File: config.mk
export PLATFORM = sky130hd
export DESIGN_NAME = hilo_muldiv
export DESIGN_NICKNAME = d
export VERILOG_FILES = /design/src/rtl/hilo_muldiv.sv
export SDC_FILE = /design/constraint.sdc
export NUM_CORES = 1
export LEC_CHECK = 0
export CAP_MARGIN = 20
export CORE_ASPECT_RATIO = 1.5
export CORE_MARGIN = 5
export CORE_UTILIZATION = 56
export CTS_BUF_LIST = sky130_fd_sc_hd__clkbuf_8
export CTS_CLUSTER_DIAMETER = 40
export DETAILED_ROUTE_END_ITERATION = 10
export DONT_BUFFER_PORTS = 1
export GPL_ROUTABILITY_DRIVEN = 0
export PLACE_DENSITY = 0.73
export SKIP_CTS_REPAIR_TIMING = 1
export SYNTH_ARGS = -nofsm -noshare
export SYNTH_HDL_FRONTEND = slang
export SYNTH_SLANG_ARGS = --single-unit
File: constraint.sdc
create_clock -name clk -period 5 [get_ports clk]
set_input_delay 0.5 -clock clk [delete_from_list [all_inputs] [get_ports clk]]
set_output_delay 0.5 -clock clk [all_outputs]
set_load 0.005 [all_outputs]
File: src/rtl/hilo_muldiv.sv
// hilo_muldiv: iterative 32x32 multiply/divide unit that owns the HI/LO
// register pair. MULT/MULTU use 32 shift-add steps and DIV/DIVU use 32
// restoring-division steps. The sign correction and the HI/LO write happen
// together in one final cycle.
//
// Handshake: a request is accepted on a rising edge where start=1 and
// busy=0. While busy=1, start is ignored and nothing is queued. done pulses
// for exactly one cycle, and that is the cycle in which HI/LO first show the
// new mul/div result.
module hilo_muldiv (
  input  logic        clk,
  input  logic        rst_n,
  input  logic        start,
  input  logic [2:0]  md_op,
  input  logic [31:0] x,
  input  logic [31:0] y,
  output logic        busy,
  output logic        done,
  output logic [31:0] hi,
  output logic [31:0] lo
);

  typedef enum logic [1:0] {
    S_IDLE = 2'd0,
    S_MUL  = 2'd1,
    S_DIV  = 2'd2,
    S_FIN  = 2'd3
  } state_e;

  localparam logic [2:0] OP_MULTU = 3'd1;
  localparam logic [2:0] OP_MULT  = 3'd2;
  localparam logic [2:0] OP_DIVU  = 3'd3;
  localparam logic [2:0] OP_DIV   = 3'd4;
  localparam logic [2:0] OP_MTHI  = 3'd5;
  localparam logic [2:0] OP_MTLO  = 3'd6;

  state_e      state_q, state_d;
  logic [4:0]  cnt_q, cnt_d;
  logic [31:0] a_q, a_d;         // |multiplicand| or |dividend|
  logic [31:0] b_q, b_d;         // |multiplier| or |divisor|
  logic [63:0] acc_q, acc_d;     // product, or {remainder, quotient}
  logic        is_div_q, is_div_d;
  logic        neg_lo_q, neg_lo_d;  // negate product / quotient
  logic        neg_hi_q, neg_hi_d;  // negate remainder
  logic        dz_q, dz_d;          // divide by zero
  logic [31:0] xr_q, xr_d;          // raw dividend, becomes HI on divide by zero
  logic [31:0] hi_q, hi_d;
  logic [31:0] lo_q, lo_d;
  logic        busy_q, busy_d;
  logic        done_q, done_d;

  // Scratch values for the datapath
  logic        is_signed;
  logic [31:0] abs_x, abs_y;
  logic [32:0] sum33;
  logic [32:0] rem33;
  logic [32:0] diff33;
  logic [63:0] prod_fix;
  logic [31:0] quo_fix, rem_fix;

  // State register and datapath flops
  always_ff @(posedge clk or negedge rst_n) begin
    if (!rst_n) begin
      state_q  <= S_IDLE;
      cnt_q    <= 5'd0;
      a_q      <= 32'd0;
      b_q      <= 32'd0;
      acc_q    <= 64'd0;
      is_div_q <= 1'b0;
      neg_lo_q <= 1'b0;
      neg_hi_q <= 1'b0;
      dz_q     <= 1'b0;
      xr_q     <= 32'd0;
      hi_q     <= 32'd0;
      lo_q     <= 32'd0;
      busy_q   <= 1'b0;
      done_q   <= 1'b0;
    end else begin
      state_q  <= state_d;
      cnt_q    <= cnt_d;
      a_q      <= a_d;
      b_q      <= b_d;
      acc_q    <= acc_d;
      is_div_q <= is_div_d;
      neg_lo_q <= neg_lo_d;
      neg_hi_q <= neg_hi_d;
      dz_q     <= dz_d;
      xr_q     <= xr_d;
      hi_q     <= hi_d;
      lo_q     <= lo_d;
      busy_q   <= busy_d;
      done_q   <= done_d;
    end
  end

  // Next-state logic, iteration steps and the final HI/LO write
  always_comb begin
    state_d  = state_q;
    cnt_d    = cnt_q;
    a_d      = a_q;
    b_d      = b_q;
    acc_d    = acc_q;
    is_div_d = is_div_q;
    neg_lo_d = neg_lo_q;
    neg_hi_d = neg_hi_q;
    dz_d     = dz_q;
    xr_d     = xr_q;
    hi_d     = hi_q;
    lo_d     = lo_q;

    is_signed = (md_op == OP_MULT) || (md_op == OP_DIV);
    abs_x     = (is_signed && x[31]) ? (32'd0 - x) : x;
    abs_y     = (is_signed && y[31]) ? (32'd0 - y) : y;

    // Multiply step: add the multiplicand into the upper half when the
    // current multiplier bit is set, then shift the pair right by one.
    sum33  = {1'b0, acc_q[63:32]} + {1'b0, (acc_q[0] ? a_q : 32'd0)};
    // Restoring step: the shifted partial remainder needs 33 bits because
    // it can exceed the divisor by up to a factor of two.
    rem33  = acc_q[63:31];
    diff33 = rem33 - {1'b0, b_q};

    prod_fix = neg_lo_q ? (64'd0 - acc_q) : acc_q;
    quo_fix  = neg_lo_q ? (32'd0 - acc_q[31:0]) : acc_q[31:0];
    rem_fix  = neg_hi_q ? (32'd0 - acc_q[63:32]) : acc_q[63:32];

    unique case (state_q)
      S_IDLE: begin
        if (start) begin
          unique case (md_op)
            OP_MULTU, OP_MULT: begin
              a_d      = abs_x;
              b_d      = abs_y;
              acc_d    = {32'd0, abs_y};
              is_div_d = 1'b0;
              neg_lo_d = is_signed && (x[31] ^ y[31]);
              neg_hi_d = 1'b0;
              dz_d     = 1'b0;
              xr_d     = x;
              cnt_d    = 5'd0;
              state_d  = S_MUL;
            end
            OP_DIVU, OP_DIV: begin
              a_d      = abs_x;
              b_d      = abs_y;
              acc_d    = {32'd0, abs_x};
              is_div_d = 1'b1;
              neg_lo_d = is_signed && (x[31] ^ y[31]);
              neg_hi_d = is_signed && x[31];
              dz_d     = (y == 32'd0);
              xr_d     = x;
              cnt_d    = 5'd0;
              state_d  = S_DIV;
            end
            OP_MTHI: hi_d = x;
            OP_MTLO: lo_d = x;
            default: ;
          endcase
        end
      end
      S_MUL: begin
        acc_d = {sum33, acc_q[31:1]};
        cnt_d = cnt_q + 5'd1;
        if (cnt_q == 5'd31) state_d = S_FIN;
      end
      S_DIV: begin
        if (!diff33[32]) acc_d = {diff33[31:0], acc_q[30:0], 1'b1};
        else             acc_d = {acc_q[62:0], 1'b0};
        cnt_d = cnt_q + 5'd1;
        if (cnt_q == 5'd31) state_d = S_FIN;
      end
      S_FIN: begin
        if (!is_div_q) begin
          hi_d = prod_fix[63:32];
          lo_d = prod_fix[31:0];
        end else if (dz_q) begin
          hi_d = xr_q;
          lo_d = 32'hFFFF_FFFF;
        end else begin
          hi_d = rem_fix;
          lo_d = quo_fix;
        end
        state_d = S_IDLE;
      end
      default: state_d = S_IDLE;
    endcase

    busy_d = (state_d != S_IDLE);
    done_d = (state_q == S_FIN);
  end

  assign busy = busy_q;
  assign done = done_q;
  assign hi   = hi_q;
  assign lo   = lo_q;

endmodule

# Yosys cells after proc, flatten, opt, wreduce, memory -nomap -nowiden
# Cells that the tools add are included.
word_totals:
  ff_bits: 237
  input_bits: 70
  output_inout_bits: 66
  elab_cells: 89
classes:
  n_addsub: 8
  eq_ne: 15
  mux: 30
  bitwise: 1
  reduce_logical: 21
op_table:
  columns: ["op", "count"]
  rows:
  - ["32-bit two-way mux", 13]
  - ["64-bit two-way mux", 3]
  - ["64-bit case mux with 3 select lines", 1]
  - ["32-bit case mux with 2 select lines", 2]
  - ["64-bit case mux with 2 select lines", 1]
  - ["1-bit by 32-bit subtractor with 32-bit output, first input constant", 4]
  - ["1-bit by 64-bit subtractor with 64-bit output, first input constant", 1]
  - ["32-bit by 32-bit adder with 33-bit output", 1]
  - ["33-bit by 32-bit subtractor with 33-bit output", 1]
  - ["32-bit logical NOT", 1]
  - ["3-bit AND reduction", 6]
  - ["5-bit two-way mux", 2]
  - ["5-bit case mux with 2 select lines", 1]
  - ["3-bit == test, second input constant", 3]
  - ["2-bit nonzero test", 4]
  - ["3-bit by 2-bit == test with 1-bit output, second input constant", 2]
  - ["1-bit case mux with 2 select lines", 3]
  - ["2-bit case mux with 3 select lines", 1]
  - ["2-bit OR reduction", 3]
  - ["5-bit by 1-bit adder with 5-bit output, second input constant", 1]
  - ["5-bit == test, second input constant", 1]
  - ["2-bit == test, second input constant", 2]
  - ["2-bit two-way mux", 2]
  - ["2-bit by 1-bit inequality test with 1-bit output, second input constant", 2]
  - ["11 further kinds", 14]

# Longest topological paths before layout
depth:
  depth_word: 7
  depth_mapped: 16

# Worst setup path before layout
# Ideal clock, no wire load.
synth_path:
  kind: "reg-to-reg"
  startpoint: "register acc_q[31]"
  endpoint: "register acc_q[49]"
  setup_time_ns: 0.121
  arrival_time_ns: 3.354
  t_required_ns: 4.879
  path_slack_ns: 1.525
  path_stages_with_launch: 16
  synth_period_minus_slack_ns: 3.475
  path_cell_list: "dfrtp_1 clkbuf_1 inv_1 ha_1 fa_1 and2b_1 o2111ai_1 a31o_1 o21ai_4 a21oi_4 o211a_1 buf_6 or3_1 buf_6 a311o_1 a22o_1"
synth_between:
  elab_chain_len: 3
synth_rtl:
  columns: ["item", "line", "source"]
  rows:
  - ["from (decl)", "41", "logic [63:0] acc_q, acc_d;"]
  - ["from (signal assigned)", "68", "acc_q <= 64'd0;"]
  - ["from (signal assigned)", "83", "acc_q <= acc_d;"]
  - ["33-bit by 32-bit subtractor with 33-bit output", "121", "diff33 = rem33 - {1'b0, b_q};"]
  - ["64-bit two-way mux", "167", "if (!diff33[32]) acc_d = {diff33[31:0], acc_q[30:0], 1'b1};"]
  - ["64-bit case mux with 3 select lines", "127", "unique case (state_q)"]
# Every way passes these cells.
# A chain may end at the register's enable or synchronous reset.

# Final worst setup path
layout_path:
  startpoint: "register acc_q[31]"
  endpoint: "register acc_q[57]"
# Same word-level chain as after synthesis.

==> flow_metrics.py <==
metrics = {
    "status": {
        "outcome": "finished, violations left",
        "violations": "hold timing",
    },
    "critical_path": {
        "startpoint": "acc_q[31]$_DFFE_PN0P_",
        "r2r_slack_ps": 800,
        "critPathCaptureType": "flop",
        "reg2reg_depth": 12,
        "cp-endpoint": "acc_q[57]$_DFFE_PN0P_",
        "critPathKind": "flop to flop",
        "critPathRequiredTime_ps": 5480,
        "r2r-end": "acc_q[57]$_DFFE_PN0P_",
        "crit_fanout": 17,
        "cp.arrival_ps": 4670,
        "r2r_start": "acc_q[31]$_DFFE_PN0P_",
        "cp-start-kind": "flop",
    },
    "place": {
        "place_hpwl_mm": 49.2,
        "place_inst": 2583,
        "post-place-ws_ps": 893,
        "io_buffers": 0,
        "placed_cell_area_um2": 18600,
    },
    "sta": {
        "setup_tns_ps": 0,
        "hold_violations": 236,
        "period_needed_ps": 4200,
        "finalSetupViolCount": 0,
        "fin_worst_hold_slack_ps": -384,
        "tightest_slew_ps": 1040,
        "maxSlewViolCount": 0,
        "grt_setup_unrepaired": "false",
        "fin_crit_sh_pct": 83.9,
        "clock_skew_ps": 32.5,
        "clock.fmax_ghz": 0.238,
        "timing.slew.headroom_pct": 30.4,
        "setup_slack_ps": 804,
    },
    "floorplanning": {
        "initial_core_util_pct": 56.6,
        "core_region_area_um2": 32600,
        "dieArea_um2": 36800,
        "die_w_um": 158,
        "boundaryPins": 136,
        "num_rows": 81,
        "die_h_um": 233,
    },
    "logic_synthesis": {
        "syn_avg_cell_area_um2": 8.03,
        "syn_nets": 2448,
        "synthCells": 2302,
        "yosys_most_used_dff": "dfrtp_1",
        "synth_cell_types": 92,
        "synth_edf_count": 0,
        "syn_area_um2": 18500,
        "ys_seq_area_share_pct": 31.9,
        "ys_async_sr_fraction_pct": 100,
        "yosys_warnings": 0,
        "ys_seq_elements": 236,
    },
    "cells_and_area": {
        "post-route-cell-area_um2": 19500,
        "drive_gt1_share_pct": 7.46,
        "utilization_pct": 59.8,
        "finalNetCount": 2356,
        "instances_no_fill": 2658,
        "synthToLayoutAreaGrowth_pct": 5.62,
    },
    "grt": {
        "top_usage_layer": "met2",
        "met1_usage_pct": 40.9,
        "grt_util_met3_pct": 9.25,
        "grt_start_max_net_pins": 237,
        "grt_pass1_wl_mm": 102,
        "antenna_found_initial": 4,
        "grt_pass1_vias": 17931,
        "grtUsageTotal_pct": 35.8,
        "grt_use_met2_pct": 56.8,
        "overflow": 0,
    },
    "clocking": {
        "cts_max_path_buffers": 3,
        "cts-root-buf": "clkbuf_8",
        "path_clk_slew_ps": 60,
        "ctsHtreeMaxLevel": 2,
        "cts_buffers": 40,
        "cts_tree": "built",
        "worstSkewPairLatency_ps": 590,
        "numClockSinks": 236,
    },
    "routing": {
        "via_per_inst": 6.80,
        "vias": 18081,
        "final_antenna_net_count": 0,
        "route.detailed.wl_per_inst_um": 24.9,
        "firstDrtPassIters": 6,
        "routed_wl_mm": 66.3,
        "drt-initial-drc-count": 1885,
        "drc": 0,
    },
    "power": {
        "power-per-cell-area_nw_per_um2": 649,
        "ir_drop_uv": 485,
        "total_power_mw": 12.7,
        "leakage_nw": 8.63,
    },
    "flow_run": {
        "drv_cap": 0,
    },
    "min_path": {
        "hold_class": "primary input to asynchronous set/reset pin",
    },
}
[flip-flops by register name (all words and copies together) (netlist names)]
register / count
neg_lo_q: 1
dz_q: 1
b_q: 32
is_div_q: 1
neg_hi_q: 1
lo: 32
hi: 32
done: 1
busy: 1
acc_q: 64
a_q: 32
state_q: 2
xr_q: 31
cnt_q: 5
[how the worst min path moves through the flow]
stage,from,endpoint,slack (ps),depth (start not counted)
2_1_floorplan,rst_n,a_q[0]$_DFFE_PN0P_,200,0
3_3_place_gp,rst_n,lo[13]$_DFFE_PN0P_,210,0
3_5_place_dp,rst_n,lo[12]$_DFFE_PN0P_,210,0
4_1_cts,rst_n,acc_q[16]$_DFFE_PN0P_,-400,0
5_1_grt,rst_n,lo[13]$_DFFE_PN0P_,-410,0
6_report,rst_n,lo[12]$_DFFE_PN0P_,-380,0
[report_power, final]
group	total (mW)	internal, mW	switching (mW)
sequential	3.90	2.76	1.14
clock	1.98	1.12	0.859
combinational	6.79	2.60	4.19
[synthesized netlist by cell type (19+ instances only)]
cell	number	area share, %
nand2_1	368	7.5
o21ai_0	274	7.4
dfrtp_1	236	32
a21oi_1	133	3.6
clkbuf_1	131	2.7
nor2_1	106	2.2
xnor2_1	93	4.4
inv_1	83	1.7
ha_1	74	5.0
xor2_1	70	3.3
mux2i_1	52	2.8
and2_1	46	1.6
o22ai_1	45	1.5
a22oi_1	43	1.7
a21o_1	42	1.7
nand3_1	36	0.97
o211ai_1	32	1.3
nor3_1	30	0.81
o31ai_1	30	1.2
mux2_2	28	1.7
and3_1	20	0.68
or3_1	19	0.64
[worst max-delay path: stages (launching register included)]
cell       delay (ps)
dfrtp_1           490
inv_1              90
ha_1              210
fa_1              430
and2b_1           240
o2111ai_1         140
a31o_1            270
o21ai_4           210
a21oi_4           130
nor4_4            510
or3_1             750
nand2_1           370
o211ai_1          260
[cell usage in the layout, fill, tap and decap left out, types with 35 or more instances in the layout]
| master | count |
|---|---|
| and2_1 | 46 |
| xnor2_1 | 93 |
| inv_1 | 95 |
| o22ai_1 | 45 |
| clkbuf_8 | 47 |
| ha_1 | 71 |
| mux2i_1 | 52 |
| a21oi_1 | 132 |
| nand2_1 | 368 |
| nor2_1 | 106 |
| o21ai_0 | 274 |
| nand3_1 | 35 |
| dfrtp_1 | 236 |
| a22oi_1 | 43 |
| xor2_1 | 70 |
| a21o_1 | 41 |
[routing by layer]
| metal | wire length, um | up-vias |
|---|---|---|
| met2 | 30300 | 1108 |
| met3 | 6880 | 375 |
| met5 | 28 | - |
| met4 | 6160 | 4 |
| met1 | 23000 | 8498 |
| li1 | - | 8096 |
[final cells by class]
| class | count | area, um2 |
|---|---|---|
| clock inverters | 25 | 239 |
| flip-flops and latches | 236 | 5910 |
| repair buffers | 32 | 260 |
| inverters | 84 | 315 |
| diodes | 3 | 7.51 |
| fillers | 2933 | 13100 |
| multi-input cells | 1816 | 11600 |
| clock buffers | 47 | 647 |
| well taps | 415 | 519 |
[kinds of logic after synthesis]
group	count (synthesis)	synth area share, %
AO/OA/AOI/OAI	766	26.1
XOR/XNOR	163	7.72
adder cells (fa/ha/maj)	76	5.23
buffers and inverters	250	5.46
flip-flops	236	31.9
multiplexers	81	4.58
AND/OR/NAND/NOR	730	19.0
Power figures use the tool's default switching activity.
